`src/rtl/cache_fill_ctrl.sv`:
```
// Cache block-fill controller: captures a miss, issues one word request per cycle,
// writes returning words into the data array, then strobes the tag write.
// Critical-word-first ordering is enabled by defining CRITICAL_WORD_FIRST_EN.
module cache_fill_ctrl #(
  parameter int ADDR_W = 16,
  parameter int DATA_W = 16,
  parameter int WORDS  = 8
) (
  input  logic                     clk,
  input  logic                     rst_n,
  input  logic                     miss_detected,
  input  logic [ADDR_W-1:0]        miss_address,
  input  logic [DATA_W-1:0]        mem_data_in,
  input  logic                     mem_data_valid,
  output logic                     fsm_busy,
  output logic                     mem_req,
  output logic [ADDR_W-1:0]        mem_addr,
  output logic                     write_data_array,
  output logic [$clog2(WORDS)-1:0] fill_word_idx,
  output logic [DATA_W-1:0]        fill_data,
  output logic                     write_tag_array
);
  localparam int BYTES_W = $clog2(DATA_W / 8);
  localparam int IDX_W   = $clog2(WORDS);
  localparam int OFF_W   = IDX_W + BYTES_W;
  localparam int CNT_W   = IDX_W + 1;

  localparam logic [1:0] IDLE = 2'd0;
  localparam logic [1:0] FILL = 2'd1;
  localparam logic [1:0] WAIT = 2'd2;
  localparam logic [1:0] TAG  = 2'd3;

  localparam logic [CNT_W-1:0]  CNT_LAST = CNT_W'(WORDS - 1);
  localparam logic [CNT_W-1:0]  CNT_FULL = CNT_W'(WORDS);
  localparam logic [ADDR_W-1:0] OFF_MASK = ADDR_W'((64'd1 << OFF_W) - 64'd1);

  function automatic logic [ADDR_W-1:0] word_offset(input logic [IDX_W-1:0] idx);
    word_offset = ADDR_W'(idx) << BYTES_W;
  endfunction

  logic [1:0]        state_r, state_s;
  logic [ADDR_W-1:0] base_r, base_s;
  logic [IDX_W-1:0]  start_r, start_s;
  logic [CNT_W-1:0]  iss_cnt_r, iss_cnt_s;
  logic [CNT_W-1:0]  rcv_cnt_r, rcv_cnt_s;
  logic [IDX_W-1:0]  miss_start_s;
  logic [IDX_W-1:0]  iss_idx_s;
  logic [IDX_W-1:0]  rcv_idx_s;
  logic              accept_s;
  logic              rcv_done_s;

`ifdef CRITICAL_WORD_FIRST_EN
  assign miss_start_s = miss_address[OFF_W-1:BYTES_W];
`else
  assign miss_start_s = '0;
`endif

  // Index sums are IDX_W wide so they wrap inside the block, never carrying into the base.
  assign iss_idx_s  = start_r + iss_cnt_r[IDX_W-1:0];
  assign rcv_idx_s  = start_r + rcv_cnt_r[IDX_W-1:0];
  assign accept_s   = mem_data_valid & ((state_r == FILL) | (state_r == WAIT)) & (rcv_cnt_r < CNT_FULL);
  assign rcv_done_s = (rcv_cnt_r == CNT_FULL) | ((rcv_cnt_r == CNT_LAST) & accept_s);

  // Next-state, capture and counter logic.
  always_comb begin
    state_s   = state_r;
    base_s    = base_r;
    start_s   = start_r;
    iss_cnt_s = iss_cnt_r;
    rcv_cnt_s = rcv_cnt_r;
    if (accept_s) begin
      rcv_cnt_s = rcv_cnt_r + CNT_W'(1);
    end else begin
      rcv_cnt_s = rcv_cnt_r;
    end
    case (state_r)
      IDLE: begin
        if (miss_detected) begin
          base_s    = miss_address & ~OFF_MASK;
          start_s   = miss_start_s;
          iss_cnt_s = '0;
          rcv_cnt_s = '0;
          state_s   = FILL;
        end else begin
          state_s = IDLE;
        end
      end
      FILL: begin
        iss_cnt_s = iss_cnt_r + CNT_W'(1);
        if (iss_cnt_r == CNT_LAST) begin
          state_s = rcv_done_s ? TAG : WAIT;
        end else begin
          state_s = FILL;
        end
      end
      WAIT: begin
        if (rcv_done_s) begin
          state_s = TAG;
        end else begin
          state_s = WAIT;
        end
      end
      TAG: begin
        state_s = IDLE;
      end
      default: begin
        state_s = IDLE;
      end
    endcase
  end

  // State registers; reset aborts any fill in progress.
  always_ff @(posedge clk or negedge rst_n) begin
    if (!rst_n) begin
      state_r   <= IDLE;
      base_r    <= '0;
      start_r   <= '0;
      iss_cnt_r <= '0;
      rcv_cnt_r <= '0;
    end else begin
      state_r   <= state_s;
      base_r    <= base_s;
      start_r   <= start_s;
      iss_cnt_r <= iss_cnt_s;
      rcv_cnt_r <= rcv_cnt_s;
    end
  end

  // Outputs decode from registered state; data-array writes follow the returning word.
  always_comb begin
    if (state_r == FILL) begin
      mem_req  = 1'b1;
      mem_addr = base_r | word_offset(iss_idx_s);
    end else begin
      mem_req  = 1'b0;
      mem_addr = '0;
    end
  end

  assign write_data_array = accept_s;
  assign fill_word_idx    = rcv_idx_s;
  assign fill_data        = mem_data_in;
  assign write_tag_array  = (state_r == TAG);
  assign fsm_busy         = rst_n & ((state_r != IDLE) | miss_detected);

endmodule

```
`config.mk`:
```
export PLATFORM = sky130hd
export DESIGN_NAME = cache_fill_ctrl
export DESIGN_NICKNAME = d
export VERILOG_FILES = /design/src/rtl/cache_fill_ctrl.sv
export SDC_FILE = /design/constraint.sdc
export NUM_CORES = 1
export LEC_CHECK = 0
export BUFFER_PORTS_ARGS = -buffer_cell sky130_fd_sc_hd__buf_2
export CAP_MARGIN = 0
export CORE_ASPECT_RATIO = 1.1
export CORE_UTILIZATION = 30
export DETAILED_ROUTE_END_ITERATION = 6
export GPL_TIMING_DRIVEN = 1
export PLACE_DENSITY = 0.54
export SYNTH_ARGS = -nofsm -noshare
export SYNTH_HDL_FRONTEND = slang
export SYNTH_SLANG_ARGS = --single-unit
```
`constraint.sdc`:
```
create_clock -name clk -period 4.85 [get_ports clk]
set_clock_uncertainty 0.2 [all_clocks]
set_input_delay 0.485 -clock clk [delete_from_list [all_inputs] [get_ports clk]]
set_output_delay 0.485 -clock clk [all_outputs]
set_load 0.005 [all_outputs]
```
# Word-level counts from Yosys, hierarchy flattened
# Index checks and enable logic that the tools add are counted.
# Widths: inputs -> output; s select.
# op_classes
muxes,11
magnitude_cmp,1
bitwise,8
addsub,2
eq_ne,7
reduce_logical,5
# op_table
op,n
$mux 16,1
$mux 4,4
$or 16x4->16,1
$add 4x1->4 const B,2
$eq 4x3->1 const B,2
$pmux 2 s4,1
$pmux 4 s2,1
$and 1x1->1,4
$eq 2x2->1 const B,2
$eq 4x4->1 const B,1
$lt 4x4->1 const B,1
$reduce_and 2->1,2
$reduce_bool 2->1,2
$mux 1,3
$or 1x1->1,3
$eq 2x1->1 const B,1
$logic_not 2->1,1
$mux 2,1
$ne 2x2->1 const B,1
# totals
output_inout_bits,39
elab_cells,38
ff_bits,22
inputBits,36

# Logic depth before layout (Yosys ltp)
# depth
ltp_word,9
mapped_depth,7
depth_no_buf,6

# Least setup slack after synthesis
# OpenSTA, ideal clock, no wires.
# synth_timing
kind,flip-flop to output port
from,register (tool-made name)
to,output mem_addr[12]
stages_incl_launch_ff,5
t_arrival_ns,1.107
n_path_buf,1
setup_slack_ns,3.058
required_time_ns,4.165
path_cell_list,dfrtp_1 inv_1 ha_1 clkbuf_1 and2_1
# synth_rtl
element,line,source
"end, declared",17,"output logic [ADDR_W-1:0] mem_addr,"

# Final worst setup path
# layout_timing
from,input rst_n
to,output fsm_busy
# layout_via
elab_chain_len,1
# layout_rtl
element,line,source
"start, declared",10,"input logic rst_n,"
$and 1x1->1,144,assign fsm_busy = rst_n & ((state_r != IDLE) | miss_detected);
"end, declared",15,"output logic fsm_busy,"
# No other way between the ends.

==> metrics <==
ys async rst share=100%; placed wire-length estimate=1720 um; Mean Syn Cell Area=about 11 um2; Hold Fails Final Rpt=0; site row count=24; wire length per cell=around 12 um; CP required=4.16 ns; chip width=65.1 um; R2R Path End=iss_cnt_r[3]; pre-CTS setup slack=2.70 ns; Leak=0.761 nW; number of DRC markers in iteration 0=15; Cell Count Post-Placement=186; max-slew violation count=0; nets@finish=183; diode count=0; Clock Latency Late Sink=0.26 ns; Setup CP Type=in -> out; Post-CTS Setup Inserts=0; Hold Crit Depth=2; initial antenna violation count=0; Final TNS setup=0 ns; worst slew pin tran=0.683 ns; worst r2r path cells=4; RSZ-0062 raised after global routing=no; Synth warnings=0; Most used DFF post-synth=dfrtp_1; Chip Height=71.4 um; TritonCTS buffer count=3; CP endpoint kind=output port; relative slew slack=54.5%; mapped cell area=1320 um2; root buf cell=clkbuf_8; Setup WS post-layout=2.40 ns; Tmin final=2.45 ns; H-tree levels=1; DR pass1 iterations=4; sequential cell area=551 um2; GRT overflow=0; sequential area share after synthesis=41.9%; Non-Filler Instances=approximately 190; gpl congestion=0.726; Fillers=414; Synth cell types=28; Layout area overhead=11.5%; dominant cell by count in the synthesized netlist=dfrtp_1; Arrival @ worst endpoint=1.76 ns; Highest Clock Rate=409 MHz; top cells by count, synth=dfrtp_1 (22), buf_4 (20), and2_1 (16); Final period util=50.5%; largest net degree at the start of global routing=25; TritonCTS clock tree=built; Post-Syn Nets=about 160; final wirelength=2350 um; outcome=complete, no violations; Synth area leader=dfrtp_1; clock sink count=22; DR vias/cell=about 4.4; vias in the first global route=between 800 and 900; Clock transition at path regs=0.08 ns; worst-path fanout max=23; Final Setup Violations=0; drt drc=0; Post-synth EDFFs=0; Total GRT Usage=10.6%; Hold Path Sink=base_r[4]; clk buf depth=2; first-pass GRT wire length=3830 um; Post-DRT Antenna Nets=0; Hold Crit Start=miss_address[4]; Cell Pwr Density=between 300 and 400 nW/um2; hold crit path type=in -> reg; # port buffers=37; share of layout cells above drive strength 1=39.6%; Core ar.=4080 um2; Multi-input gate area=566 um2; Synth top area share=41.9%; max_cap viols=0; Starting Density=32.2%; Via Count=835; Ports=75; startpoint types=primary input; Post-Syn Instances=121; largest cells by area after synthesis=dfrtp_1 (42%), buf_4 (11%), mux2_4 (10%), and2_1 (7.6%), ha_1 (6.7%); total die area=around 4700 um2; FF+latch count, synth=22; flop2flop setup slack=around 2.8 ns; maximum VDD drop=141 uV
==> metrics by stage <==
step	hold WS, ns	total power [mW]	area (um2)	utilization (%)
final	0.245	0.528	1470	35.9
after global placement	0.279	0.359	1390	33.9
after floorplan	-0.0106	0.335	1320	-
after global routing	0.242	0.560	1470	35.9
after detailed placement	0.285	0.364	1390	33.9
after CTS	0.240	0.537	1470	35.9
==> cell families (layout without fill, tap and decap cells) <==
family / Yosys count / count (layout) / synth area share [%]
buffers and inverters: 29 / 47 / 15.1
adders and majority gates: 7 / 7 / 6.66
DFF: 22 / 22 / 41.9
other: 1 / 1 / 0.285
xor gates and xnor gates: 2 / 2 / 1.33
AOI/OAI and AO/OA: 15 / 15 / 7.42
muxes: 13 / 13 / 13.6
and+or+nand+nor: 32 / 32 / 13.7
==> power breakdown <==
group | switching [mW] | internal, mW
logic | 0.0533 | 0.0699
clock network | 0.0585 | 0.110
registers | 0.0225 | 0.214
total | 0.134 | 0.394
==> cell type report <==
| type | instances | area share (%) |
|---|---|---|
| tap | 52 | 4.44 |
| multi-input combinational | 70 | 38.6 |
| clock buffer | 3 | 2.82 |
| clock inverter | 1 | 2.05 |
| timing repair buffer | 38 | 13.3 |
| inverter | 5 | 1.28 |
| sequential | 22 | 37.5 |
==> worst max-delay path: stages <==
cell and delay (ns):
dlygate4sd3_1 0.52, buf_2 0.43, and2_1 0.21, buf_2 0.11
==> sequential cells by signal (all words and copies together), names as in the netlist, named ones only <==
| register | count |
|---|---|
| rcv_cnt_r | 4 |
| state_r | 1 |
| iss_cnt_r | 4 |
| base_r | 12 |
==> placed cells by master, fill, tap and decap left out <==
master and count:
a211oi_1 1, inv_1 5, xor2_1 1, mux2_4 9, nand2_1 6, xnor2_1 1, nand3_1 2, o21ai_0 3
nand2b_2 1, mux2_2 3, dlygate4sd3_1 1, o22ai_1 1, ha_1 7, conb_1 1, a41oi_1 1, dfrtp_1 22
buf_2 37, mux2i_1 1, a21oi_1 5, and2_1 16, and3b_1 1, a22o_1 2, a32o_1 1, o31ai_1 1
bufinv_16 1, nand2_2 1, clkbuf_8 3, nor2_1 3, and3_1 2
==> worst max path at each step <==
stage	endpoint	from	depth (start not counted)
floorplan	mem_addr[12]	register	4
global placement	mem_addr[3]	register	4
detailed placement	mem_addr[1]	register	4
CTS	fsm_busy	rst_n	4
global route	fsm_busy	rst_n	4
finish	fsm_busy	rst_n	4
==> repair_timing <==
action / in CTS / in global routing
hold buffers: 1 / 0
endpoints found under the hold margin: 13 / 0
resized for setup: 0 / 0
==> per-layer routing <==
metal / wire length (um) / up-vias / GRT usage, %
li1: - / 416 / -
met1: 994 / 392 / 12.5
met2: 1200 / 19 / 18.4
met3: 101 / 8 / 1.11
met4: 45 / 0 / 6.04
met5: 0 / - / 0
(Power assumes the default switching activity.)
